===== src/rtl/rom_responder_pkg.sv =====
// Shared constants, state encoding and address checking for the instruction-memory responder.
package rom_responder_pkg;

    localparam int unsigned XLEN     = 32;
    localparam logic [XLEN-1:0] INST_NOP = 32'h0000_0013;  // addi x0, x0, 0

    // Wide enough for the largest legal LATENCY of 15.
    localparam int unsigned CNT_W = 4;

    typedef enum logic [1:0] {
        StIdle,
        StWait,
        StResp
    } state_e;

    // The whole word index is compared so high addresses never alias onto low words.
    function automatic logic addr_err(input logic [XLEN-1:0] addr, input int unsigned depth);
        logic [XLEN-1:0] word_idx;
        word_idx = {2'b00, addr[XLEN-1:2]};
        return (addr[1:0] != 2'b00) || (word_idx >= depth);
    endfunction

endpackage


===== src/rtl/rom_responder_wait_counter.sv =====
// Wait-state down-counter: load, decrement toward zero, synchronous clear.
module rom_responder_wait_counter
    import rom_responder_pkg::*;
(
    input  logic             clk_i,
    input  logic             rst_ni,
    input  logic             clr_i,
    input  logic             load_i,
    input  logic [CNT_W-1:0] load_val_i,
    input  logic             dec_i,
    output logic             zero_o
);

    logic [CNT_W-1:0] cnt_q, cnt_d;

    always_comb begin
        cnt_d = cnt_q;
        if (clr_i) begin
            cnt_d = '0;
        end else if (load_i) begin
            cnt_d = load_val_i;
        end else if (dec_i && (cnt_q != '0)) begin
            cnt_d = cnt_q - CNT_W'(1);
        end
    end

    always_ff @(posedge clk_i or negedge rst_ni) begin
        if (!rst_ni) begin
            cnt_q <= '0;
        end else begin
            cnt_q <= cnt_d;
        end
    end

    assign zero_o = (cnt_q == '0);

endmodule


===== src/rtl/rom_responder.sv =====
// Instruction-memory responder: valid/ready fetch requests, configurable wait states,
// registered response with backpressure and a redirect flush.
module rom_responder
    import rom_responder_pkg::*;
#(
    parameter int unsigned     DEPTH              = 32,
    parameter int unsigned     LATENCY            = 2,
    parameter logic [XLEN-1:0] NOP                = INST_NOP,
    parameter logic [XLEN-1:0] MEM_INIT [DEPTH]   = '{default: '0}
) (
    input  logic            clk,
    input  logic            rst,
    input  logic            req_valid,
    output logic            req_ready,
    input  logic [XLEN-1:0] req_addr,
    output logic            rsp_valid,
    input  logic            rsp_ready,
    output logic [XLEN-1:0] rsp_data,
    output logic            rsp_err,
    input  logic            flush
);

    localparam int unsigned IDX_W = (DEPTH > 1) ? $clog2(DEPTH) : 1;
    localparam logic [CNT_W-1:0] CNT_INIT = (LATENCY == 0) ? '0 : CNT_W'(LATENCY - 1);

    logic [XLEN-1:0] data [DEPTH];
    assign data = MEM_INIT;

    state_e           state_q, state_d;
    logic [IDX_W-1:0] idx_q;
    logic             err_q;
    logic [XLEN-1:0]  rsp_data_q, rsp_data_d;
    logic             rsp_err_q, rsp_err_d;

    logic             accept;
    logic             rsp_hs;
    logic             req_err;
    logic             cnt_load, cnt_dec, cnt_clr, cnt_zero;
    logic             load_rsp;
    logic [IDX_W-1:0] lookup_idx;
    logic             lookup_err;

    assign rsp_valid = (state_q == StResp);
    assign rsp_data  = rsp_data_q;
    assign rsp_err   = rsp_err_q;
    assign rsp_hs    = rsp_valid && rsp_ready;
    assign req_err   = addr_err(req_addr, DEPTH);

    // Held low during reset and flush so nothing is accepted across either.
    always_comb begin
        req_ready = 1'b0;
        if (rst && !flush) begin
            case (state_q)
                StIdle:  req_ready = 1'b1;
                StResp:  req_ready = rsp_ready;
                default: req_ready = 1'b0;
            endcase
        end
    end

    assign accept = req_valid && req_ready;

    always_comb begin
        state_d  = state_q;
        cnt_load = 1'b0;
        cnt_dec  = 1'b0;
        cnt_clr  = 1'b0;
        if (flush) begin
            state_d = StIdle;
            cnt_clr = 1'b1;
        end else begin
            case (state_q)
                StIdle: begin
                    if (accept) begin
                        state_d  = (LATENCY == 0) ? StResp : StWait;
                        cnt_load = (LATENCY != 0);
                    end
                end
                StWait: begin
                    if (cnt_zero) begin
                        state_d = StResp;
                    end else begin
                        cnt_dec = 1'b1;
                    end
                end
                StResp: begin
                    if (rsp_hs) begin
                        if (accept) begin
                            state_d  = (LATENCY == 0) ? StResp : StWait;
                            cnt_load = (LATENCY != 0);
                        end else begin
                            state_d = StIdle;
                        end
                    end
                end
                default: state_d = StIdle;
            endcase
        end
    end

    // With zero latency the word is fetched straight from the incoming request.
    assign lookup_idx = accept ? req_addr[2 +: IDX_W] : idx_q;
    assign lookup_err = accept ? req_err : err_q;
    assign load_rsp   = (state_d == StResp) && ((state_q != StResp) || rsp_hs);

    always_comb begin
        rsp_data_d = rsp_data_q;
        rsp_err_d  = rsp_err_q;
        if (load_rsp) begin
            rsp_data_d = lookup_err ? NOP : data[lookup_idx];
            rsp_err_d  = lookup_err;
        end
    end

    always_ff @(posedge clk or negedge rst) begin
        if (!rst) begin
            state_q    <= StIdle;
            idx_q      <= '0;
            err_q      <= 1'b0;
            rsp_data_q <= '0;
            rsp_err_q  <= 1'b0;
        end else begin
            state_q    <= state_d;
            rsp_data_q <= rsp_data_d;
            rsp_err_q  <= rsp_err_d;
            if (accept) begin
                idx_q <= req_addr[2 +: IDX_W];
                err_q <= req_err;
            end
        end
    end

    rom_responder_wait_counter u_wait_counter (
        .clk_i      (clk),
        .rst_ni     (rst),
        .clr_i      (cnt_clr),
        .load_i     (cnt_load),
        .load_val_i (CNT_INIT),
        .dec_i      (cnt_dec),
        .zero_o     (cnt_zero)
    );

endmodule


===== config.mk =====
export PLATFORM = sky130hd
export DESIGN_NAME = rom_responder
export DESIGN_NICKNAME = d
export VERILOG_FILES = /design/src/rtl/rom_responder_pkg.sv /design/src/rtl/rom_responder_wait_counter.sv /design/src/rtl/rom_responder.sv
export SDC_FILE = /design/constraint.sdc
export NUM_CORES = 1
export LEC_CHECK = 0
export BUFFER_PORTS_ARGS = -buffer_cell sky130_fd_sc_hd__buf_4
export CORE_MARGIN = 2
export CORE_UTILIZATION = 30
export DETAILED_ROUTE_END_ITERATION = 10
export PLACE_DENSITY = 0.7
export SLEW_MARGIN = 20
export SYNTH_ARGS = -nofsm -noshare
export SYNTH_HDL_FRONTEND = slang
export SYNTH_SLANG_ARGS = --single-unit

===== constraint.sdc =====
create_clock -name clk -period 1.7 [get_ports clk]
set_clock_uncertainty 0.2 [all_clocks]
set_input_delay 0.085 -clock clk [delete_from_list [all_inputs] [get_ports clk]]
set_output_delay 0.085 -clock clk [all_outputs]
set_load 0.1 [all_outputs]

==> metrics.sh <==
RUN_STATUS='finished, violations left'
VIOLATED_CHECKS='negative setup slack'
CORE-AREA_SQ_UM=2430
CP-END-KIND='flip-flop'
AREA_DELTA_SYNTH_FINAL_PCT=47.1
ANTENNADIODECOUNT=0
RSZ0062_AT_GRT='yes'
SYNTH_EDF_COUNT=0
ANTENNA_FOUND_INITIAL=0
CRITICAL_PATH.STARTPOINT_TYPE='flip-flop'
WORST_SLACK_PS=-127
DR.PASS1.ITERS=2
CTS.ROOT.BUFFER_CELL='clkbuf_4'
NUMBER_OF_GLOBAL_ROUTE_VIAS_BEFORE_REPAIR=579
HOLD_VIOL_FINAL=0
SYNTHMUXAREASHARE=0.0197
WORST-SETUP-PATH-TYPE='flip-flop to flip-flop'
SYNTH-SEQ-AREA-SHARE=0.263
FLOORPLAN.DIE_AREA_SQ_UM=2960
SYNTH_AREA_LEADERS='buf_4 (32%), dfrtp_1 (26%), nor4_1 (4.9%)'
GRT.OVERFLOW.TOTAL=0
GRT_UTIL_ALL_LAYERS=0.115
CP_ARRIVAL_PS=1800
DRC_ERRORS=0
SYNTH.FF_LATCH_COUNT=8
FINALMAXSLEWVIOLATIONS=0
SYNTH_TOP_AREA_SHARE=0.315
INITIAL_UTILIZATION=0.313
SYNTH_CELLS=84
FINAL_LAYOUT_SIZE_SUFFIX_GT1_FRAC=0.489
SYNTH_SIMPLE_GATE_AREA_FRAC=0.250
FRACTION_OF_REGISTERS_WITH_ASYNC_SET_RESET=1.00
AVERAGE_INSTANCE_AREA_AFTER_SYNTHESIS_SQ_UM=9.07
SYNTH_COMPOUND_GATE_AREA_SHARE=0.0558
DRT-VIAS-PER-INSTANCE=4.07
VDD.IR_DROP.WORST_mV=1.46
CP_DATA_REQUIRED_TIME_PS=1670
NETS=176
GRT_FIRST_PASS_WIRELENGTH_UM=2300
YOSYS.AREA_SHARE.XOR_XNOR=0.0345
CTS-HTREE-LEVELS=1
YOSYS_WARN_COUNT=0
ROUTED_WIRE_LENGTH_PER_INSTANCE_UM=9.55
CAP_VIOL_MAX_COUNT=0
FINAL.FILL_COUNT=228
FINAL_CELL_AREA_SQ_UM=1120
CLOCK_LATENCY_LATE_SINK_PS=250
DRTANTENNAVIOLNETS=0
POST-SYNTH-TOP-AREA-CELL='buf_4'
CTS_INSERTED_BUFFERS=3
WORST_SETUP_HOLD_PATH_CLK_SLEW_PS=50
SETUP_VIOL=5
FP-ROW-COUNT=18
FINAL_CRITICAL_PATH_SHARE_OF_THE_CLOCK_PERIOD=1.07
SYNTH_FF_TYPE='dfrtp_1'
BUFFER_PORTS.INSERTED=37
DRTITER0DRC=1
FP.DIEH_UM=54.4
NUMCLOCKSINKS=8
CLOCKBUFFERDEPTH=2
SYNTH_ADDER_AREA_SHARE=0.0328
PERIOD_NEEDED_PS=1830
PRE_CTS_WS_PS=-123
YS_TYPES=26
VIAS=672
HOLD_CLASS='input port to flip-flop'
MAX_CLOCK_FREQ_MHz=547
WIRELENGTH_UM=1580
CRITICAL_PATH.MAX_FANOUT=4
CTS_TREE='yes'
MAXIMUM_NUMBER_OF_PINS_ON_ONE_NET_BEFORE_GLOBAL_ROUTE_REPAIR=10
REGTOREGSETUPSLACK_PS=-130
GP_ROUTABILITY_CONGESTION=0.787
SYNTH_TOP_FAMILY_BY_AREA='buffers and inverters'
POWER_PER_STANDARD_CELL_AREA_nW_PER_UM2=1010
TOTAL_LEAKAGE_POWER_uW=0.000561
SETUP_TOTAL_NEGATIVE_SLACK_PS=-224
PLACE.DETAILED.HPWL_UM=1260
SYNTHESIS.AREA_SQ_UM=762
PLACED_AREA_SQ_UM=998
DIE_WIDTH_UM=54.4
IOS=72
sequential cells by signal, summed over array words and instances (netlist names):
signal                cells
err_q                     1
rsp_data                  1
state_q                   2
u_wait_counter.cnt_q      4
metal layers:
layer | global-route usage | vias to the layer above | part of all wire
met1 | 0.108 | 288 | 0.33
met2 | 0.203 | 50 | 0.52
li1 | - | 332 | -
met3 | 0.0492 | 2 | 0.13
met4 | 0.0750 | 0 | 0.016
met5 | 0 | - | 0
logic make-up (layout without fill, tap and decap cells):
family,Yosys count,after routing
flip-flops,8,8
AND/OR/NAND/NOR,27,27
buffers and inverters,35,58
adder cells (fa/ha/maj),2,2
XOR/XNOR,3,3
AO/OA/AOI/OAI,7,7
multiplexers,1,1
other,1,29
what timing repair did:
action | in CTS | in global routing
pin swaps | 1 | 2
hold buffers | 4 | 0
setup endpoints to repair | 3 | 9
buffers inserted | 1 | 3
resized for setup | 2 | 7
hold endpoints to repair | 15 | 0
synthesized netlist by cell type (2+ instances only):
library cell and n:
a21oi_1 3, buf_4 32, dfrtp_1 8, ha_1 2, inv_1 2, nand2b_1 2
nand3_1 3, nor2_1 2, nor2b_1 3, nor3_1 5, nor4_1 6, xor2_1 2
worst paths after layout:
kind / endpoint / start / depth (start not counted)
max in group asynchronous: state_q[0] / rst / 3
setup reg to reg: u_wait_counter.cnt_q[1] / u_wait_counter.cnt_q[1] / 6
min in group asynchronous: u_wait_counter.cnt_q[2] / rst / 3
hold / removal: err_q / req_addr[21] / 5
hold reg to reg: state_q[0] / state_q[1] / 1
setup / recovery: u_wait_counter.cnt_q[1] / u_wait_counter.cnt_q[1] / 6
power breakdown:
group          leakage, uW  total (uW)  internal, uW  switching, uW
sequential        0.000103         219           204           14.1
combinational     0.000444         770           149            622
clock            0.0000138         143          80.6           61.9
total             0.000561        1130           434            698
area by class of cell:
cell class              count  area, sq um  share of cell area
repair buffers             53          412               0.367
inverters                   2         7.51             0.00670
multi-input cells          69          442               0.394
flip-flops and latches      8          200               0.179
clock buffers               3         22.5              0.0201
well taps                  30         37.5              0.0335
per-stage QoR:
stage                     hold WS (ps)  total power, uW  cells  utilization
after floorplan                   -411              917    112            -
after global placement            -279              965    154        0.410
after detailed placement          -278              969    154        0.410
after CTS                         23.8             1130    162        0.441
after global routing              62.4             1180    165        0.461
final                             35.4             1130    165        0.461
cells in the final DEF, fill, tap and decap left out, types with 3 or more instances in the layout:
master,count
nor4_1,6
dlygate4sd3_1,4
conb_1,29
clkbuf_4,3
nor3_1,4
buf_4,48
dfrtp_1,8
a21oi_1,3
worst max-delay path, stage by stage (launching register included):
cell and delay, ps:
dfrtp_1 390, inv_2 70, ha_1 130, or3b_4 390
and2_4 160, mux2_4 300, nor3_4 110
(Power assumes the default switching activity.)
